### config.mk
export PLATFORM = sky130hd
export DESIGN_NAME = sccb_config_sequencer
export DESIGN_NICKNAME = d
export VERILOG_FILES = /design/src/rtl/sccb_cfg_pkg.sv /design/src/rtl/cfg_delay_timer.sv /design/src/rtl/sccb_config_sequencer.sv
export SDC_FILE = /design/constraint.sdc
export NUM_CORES = 1
export LEC_CHECK = 0
export CAP_MARGIN = 20
export CORE_AREA = 2 2 116 62
export DETAILED_ROUTE_END_ITERATION = 12
export DIE_AREA = 0 0 118 64
export GPL_ROUTABILITY_DRIVEN = 0
export GPL_TIMING_DRIVEN = 0
export PLACE_DENSITY = 0.66
export SETUP_SLACK_MARGIN = 0.1
export SLEW_MARGIN = 25
export SYNTH_ARGS = -nofsm -noshare
export SYNTH_HDL_FRONTEND = slang
export SYNTH_SLANG_ARGS = --single-unit
### constraint.sdc
create_clock -name Clk_i -period 2.6 [get_ports Clk_i]
set_input_delay 0.65 -clock Clk_i [delete_from_list [all_inputs] [get_ports Clk_i]]
set_output_delay 0.65 -clock Clk_i [all_outputs]
set_load 0.01 [all_outputs]
### src/rtl/sccb_cfg_pkg.sv
// Shared types and constants for the SCCB camera configuration sequencer.
// Holds the FSM encoding, the ROM table markers and the default timings.
package sccb_cfg_pkg;

  typedef enum logic [3:0] {
    S_IDLE,
    S_FETCH,
    S_DECODE,
    S_ISSUE,
    S_WAIT_ACK,
    S_GAP,
    S_DELAY,
    S_DONE,
    S_ERROR
  } state_t;

  localparam logic [15:0] END_MARKER   = 16'hFFFF;
  localparam logic [15:0] DELAY_MARKER = 16'hFFF0;

  localparam int DEF_DELAY_CYCLES = 240000;
  localparam int DEF_GAP_CYCLES   = 64;

endpackage

### src/rtl/cfg_delay_timer.sv
// Loadable down-counter shared by the inter-transaction gap and settle delay.
// It holds at zero once expired until the next load.
module cfg_delay_timer #(
  parameter int W = 8
) (
  input  logic         clk,
  input  logic         rst,
  input  logic         load,
  input  logic [W-1:0] value,
  output logic         expired
);

  logic [W-1:0] cnt;

  always_ff @(posedge clk or posedge rst) begin
    if (rst) begin
      cnt <= '0;
    end else if (load) begin
      cnt <= value;
    end else if (cnt != '0) begin
      cnt <= cnt - 1'b1;
    end
  end

  assign expired = (cnt == '0);

endmodule

### src/rtl/sccb_config_sequencer.sv
// Walks the camera register ROM and issues one SCCB write per entry,
// with settle delays, NACK retries and held done/error status.
module sccb_config_sequencer
  import sccb_cfg_pkg::*;
#(
  parameter int ROM_AW       = 8,
  parameter int DELAY_CYCLES = DEF_DELAY_CYCLES,
  parameter int GAP_CYCLES   = DEF_GAP_CYCLES,
  parameter int MAX_RETRY    = 3
) (
  input  logic              Clk_i,
  input  logic              Reset_i,
  input  logic              Start_i,
  output logic [ROM_AW-1:0] Rom_Addr_o,
  input  logic [15:0]       Rom_Data_i,
  output logic              Req_o,
  output logic [7:0]        Addr_o,
  output logic [7:0]        Data_o,
  input  logic              Busy_i,
  input  logic              Done_i,
  input  logic              Nack_i,
  output logic              Config_Done_o,
  output logic              Error_o,
  output logic              Busy_o
);

  localparam int MAXC = (DELAY_CYCLES > GAP_CYCLES) ?
                        DELAY_CYCLES : GAP_CYCLES;
  localparam int CW = $clog2(MAXC) + 1;
  localparam int RW = $clog2(MAX_RETRY + 1);

  state_t            state, state_n;
  logic              start_q;
  logic              start_pulse;
  logic [ROM_AW-1:0] addr_q, addr_n;
  logic [RW-1:0]     retry_q, retry_n, retry_inc;
  logic [7:0]        reg_a_q, reg_a_n;
  logic [7:0]        reg_d_q, reg_d_n;
  logic              adv_q, adv_n;
  logic              tmr_load;
  logic [CW-1:0]     tmr_val;
  logic              tmr_exp;

  assign start_pulse = Start_i & ~start_q;
  assign retry_inc   = retry_q + 1'b1;

  always_ff @(posedge Clk_i or posedge Reset_i) begin
    if (Reset_i) begin
      state   <= S_IDLE;
      start_q <= 1'b0;
      addr_q  <= '0;
      retry_q <= '0;
      reg_a_q <= '0;
      reg_d_q <= '0;
      adv_q   <= 1'b0;
    end else begin
      state   <= state_n;
      start_q <= Start_i;
      addr_q  <= addr_n;
      retry_q <= retry_n;
      reg_a_q <= reg_a_n;
      reg_d_q <= reg_d_n;
      adv_q   <= adv_n;
    end
  end

  always_comb begin
    state_n  = state;
    addr_n   = addr_q;
    retry_n  = retry_q;
    reg_a_n  = reg_a_q;
    reg_d_n  = reg_d_q;
    adv_n    = adv_q;
    tmr_load = 1'b0;
    tmr_val  = CW'(GAP_CYCLES);
    Req_o    = 1'b0;
    unique case (state)
      S_IDLE, S_DONE, S_ERROR: begin
        if (start_pulse) begin
          addr_n  = '0;
          retry_n = '0;
          state_n = S_FETCH;
        end
      end
      S_FETCH: state_n = S_DECODE;
      S_DECODE: begin
        if (Rom_Data_i == END_MARKER) begin
          state_n = S_DONE;
        end else if (Rom_Data_i == DELAY_MARKER) begin
          tmr_load = 1'b1;
          tmr_val  = CW'(DELAY_CYCLES);
          state_n  = S_DELAY;
        end else begin
          reg_a_n = Rom_Data_i[15:8];
          reg_d_n = Rom_Data_i[7:0];
          state_n = S_ISSUE;
        end
      end
      S_ISSUE: begin
        if (!Busy_i) begin
          Req_o   = 1'b1;
          state_n = S_WAIT_ACK;
        end
      end
      S_WAIT_ACK: begin
        if (Done_i) begin
          tmr_load = 1'b1;
          if (!Nack_i) begin
            retry_n = '0;
            adv_n   = 1'b1;
            state_n = S_GAP;
          end else begin
            retry_n = retry_inc;
            adv_n   = 1'b0;
            state_n = (retry_inc == RW'(MAX_RETRY)) ? S_ERROR : S_GAP;
          end
        end
      end
      S_GAP, S_DELAY: begin
        if (tmr_exp) begin
          if (state == S_GAP && !adv_q) begin
            state_n = S_ISSUE;
          end else if (&addr_q) begin
            // last ROM slot consumed: implicit end, address not wrapped
            state_n = S_DONE;
          end else begin
            addr_n  = addr_q + 1'b1;
            state_n = S_FETCH;
          end
        end
      end
      default: state_n = S_IDLE;
    endcase
  end

  cfg_delay_timer #(
    .W(CW)
  ) u_timer (
    .clk     (Clk_i),
    .rst     (Reset_i),
    .load    (tmr_load),
    .value   (tmr_val),
    .expired (tmr_exp)
  );

  assign Rom_Addr_o    = addr_q;
  assign Addr_o        = reg_a_q;
  assign Data_o        = reg_d_q;
  assign Config_Done_o = (state == S_DONE);
  assign Error_o       = (state == S_ERROR);
  assign Busy_o        = !(state inside {S_IDLE, S_DONE, S_ERROR});

endmodule

==> results.md <==
* Status: complete, no violations
* Family with the most delay on the worst path: simple AND/OR/NAND/NOR gates
* Max-slew violations at 0
* Clock root buffer: clkbuf_16
* Net load switching power at 1.76 mW
* Final setup margin at 0.188 ns
* Crit path max fanout at 6
* Setup Skew at 0.00199 ns
* Slowest stage delay, CP at about 0.47 ns
* Vias per cell at approximately 5.5
* Syn_nets at a little under 300
* Final setup violation count at 0
* CTS tree: built
* Hold Buf Count CTS at 0
* Row Count at 21
* Worst Hold Slack at 0.485 ns
* Final WL at 6550 µm
* Layout cells sized above 1 at 9.57%
* Core area at 6490 µm²
* Max_cap viols at 0
* Die height at 64 µm
* Post-route DRC at 0
* Synth warnings at 0
* Crit path time final at around 2.4 ns
* Slew headroom at 57.8%
* First-pass GRT wire length at 11000 µm
* P_int at between 2 and 3 mW
* CTS Buf Count at 5
* Seq cells post-synth at 51
* Drt first pass iters at 4
* WS Path Type: reg -> out
* Top post-synthesis cells by area: dfrtp_1 (48%), mux2_1 (7.6%), nor2_1 (3.6%)
* Comb pwr share at 49.0%
* Fill count at 596
* Top-area cell type share of the netlist area at 47.6%
* Initial Util at 41.3%
* Setup slack at placement at -0.299 ns
* Reg power frac at about a third
* Critical Path RT at 1.95 ns
* Cells after Synth at ~270
* Crit path cell chain: or3_1 -> nand2_1 -> inv_1 -> clkdlybuf4s50_1
* Iteration-0 DRC Markers at 176
* Largest net degree at the start of global routing at 52
* Post-DP HPWL at 4880 µm
* Unrepaired setup endpoints after global routing: no
* Sw Share at 40.0%
* CP endpoint kind: output pin
* Avg WL per Cell at 15.8 µm
* Max clock buf depth at 2
* Cell Area, Synth at about 2700 µm²
* CP Launch Type: register
* WP buf/inv at 2
* Clk slew on worst S/H paths at ~0.060 ns
* Final Hold Fails at 0
* Post-synth EDFFs at 0
* Async S/R FF share, synth at 100%
* Library cells used by synthesis at 49
* Clock Sinks at between 50 and 60
* Via count of the first global-routing pass at 2192
* Vias at 2296
* Placed Area at 3290 µm²
* Non-Filler Instances at 416
* Inst Count DP at 406
* Avg Cell Area, Syn at between 10 and 15 µm²
* GRT Util Overall at 18.5%
* Buffers on Ports at 49
* Final instance area at 3530 µm²
* Synth area leader: dfrtp_1
* Area overhead of the layout relative to synthesis at 31.7%
* Least-Margin Pin Slew at 0.632 ns
* Diode count at 0
* Clk_lat worst skew at 0.29 ns
* Peak VDD IR at 0.528 mV
* Die Wd at 118 µm
* CP max stage cell: clkdlybuf4s50_1
* Final worst-path cycle share at roughly 93%
* Maximum clock rate at between 0.4 and 0.5 GHz
* Top FF cell, synth: dfrtp_1
* Crit path DAT at between 1.5 and 2 ns
* Seq/Total Area, Yosys at 47.6%
* Remaining antenna violation count at 0
* NumNets Final at 348
* Pwr dens at 1250 nW/µm²
* H-tree depth at 2
* Die Area at 7550 µm²
* Leak pwr at 1.45 nW
* Gr ovfl total at 0
* Clock share of power at between 10% and 20%
* Hold Crit Class: reg -> reg
* Initial antenna violation count at 0
* IO Pins at 50
cells in the mapped netlist (2+ instances only):
master	count
a211o_1	2
a211oi_1	2
a21oi_1	12
a31oi_1	3
and2_1	3
and4b_1	2
buf_2	2
clkbuf_1	9
dfrtp_1	51
ha_1	3
inv_1	7
mux2_1	18
nand2_1	17
nand2b_1	3
nand3_1	6
nand3b_1	4
nand4_1	8
nand4b_1	3
nor2_1	26
nor2b_1	3
nor3_1	10
nor4_1	3
o211ai_1	2
o21ai_0	5
o21ai_1	10
o31ai_1	5
or2_1	2
or4_1	6
or4b_1	2
xnor2_1	7
xor2_1	11
sequential cells by signal, indices dropped and copies added, names as in the netlist:
name / count
Addr_o: 8
Rom_Addr_o: 8
adv_q: 1
u_timer.cnt: 19
state: 4
Data_o: 8
start_q: 1
retry_q: 2
path summary, 6_finish.rpt:
kind,slack (ns),startpoint,depth (start not counted),to
hold reg to reg,0.48,Data_o[2],1,Data_o[2]
setup reg to reg,0.28,Rom_Addr_o[0],6,Rom_Addr_o[5]
setup / recovery,0.19,state[2],4,Busy_o
hold / removal,0.48,Data_o[2],1,Data_o[2]
min in group asynchronous,0.80,Reset_i,2,start_q
max in group asynchronous,1.36,Reset_i,2,state[0]
metal layers:
metal  up-vias  part of all wire, %  track usage [%]
met1      1127                   52             28.4
met4         0                 0.49             3.16
met5         -                    0                0
met2        79                   39             25.8
li1       1086                    -                -
met3         4                  8.0             5.09
logic make-up (layout without fill, tap and decap cells):
logic type / after synthesis / count (layout) / share of synthesized area, %
simple gates: 106 / 106 / 22.8
xor+xnor: 18 / 18 / 5.88
flops: 51 / 51 / 47.6
fa+ha+maj: 3 / 3 / 1.40
buf+inv: 19 / 78 / 2.89
mux: 18 / 18 / 7.56
compound gates: 50 / 50 / 11.9
metrics by stage:
step	power (mW)	utilization (%)	TNS, ns
floorplan	2.73	-	0
global placement	3.49	50.6	-16.34
detailed placement	3.55	50.7	-2.84
CTS	4.39	54.0	0
global route	4.74	54.4	0
finish	4.40	54.4	0
cells in the final DEF, fill, tap and decap left out, drive strengths merged, types with 2 or more instances in the layout:
cell            n
nor3           10
mux2           18
a31oi           3
or4             6
a211o           2
and2            3
nand3b          4
nor2           26
o31ai           5
clkdlybuf4s50  47
inv             7
a211oi          2
nand3           6
a21oi          13
xnor2           7
nor2b           3
nand2b          3
ha              3
nand2          17
clkbuf         15
nor4            4
nand4b          3
or4b            2
buf             5
o21ai          15
and4b           2
dfrtp          51
xor2           11
nand4           9
o211ai          2
nor4b           2
or2             2
power by group through the flow:
stage,clock network (mW),logic (mW),registers [mW]
finish,0.753,2.16,1.49
global route,0.807,2.38,1.55
CTS,0.773,2.13,1.48
detailed placement,0,2.06,1.48
global placement,0,2.02,1.47
floorplan,0,1.22,1.51
final cells by class:
type                       instances  area, µm²  area share, %
sequential                        51       1280           36.2
inverter                           7       28.8          0.815
multi-input combinational        195       1370           38.8
tap                               92        115           3.26
timing repair buffer              51        507           14.3
clock inverter                     2       35.0          0.992
buffer                            12       58.8           1.66
clock buffer                       6        139           3.93
repair_timing:
| item | CTS | global route |
|---|---|---|
| pin swaps | 1 | 1 |
| setup endpoints to repair | 5 | 23 |
| setup buffers | 2 | 0 |
| resized for setup | 9 | 8 |
(Power assumes the default switching activity.)
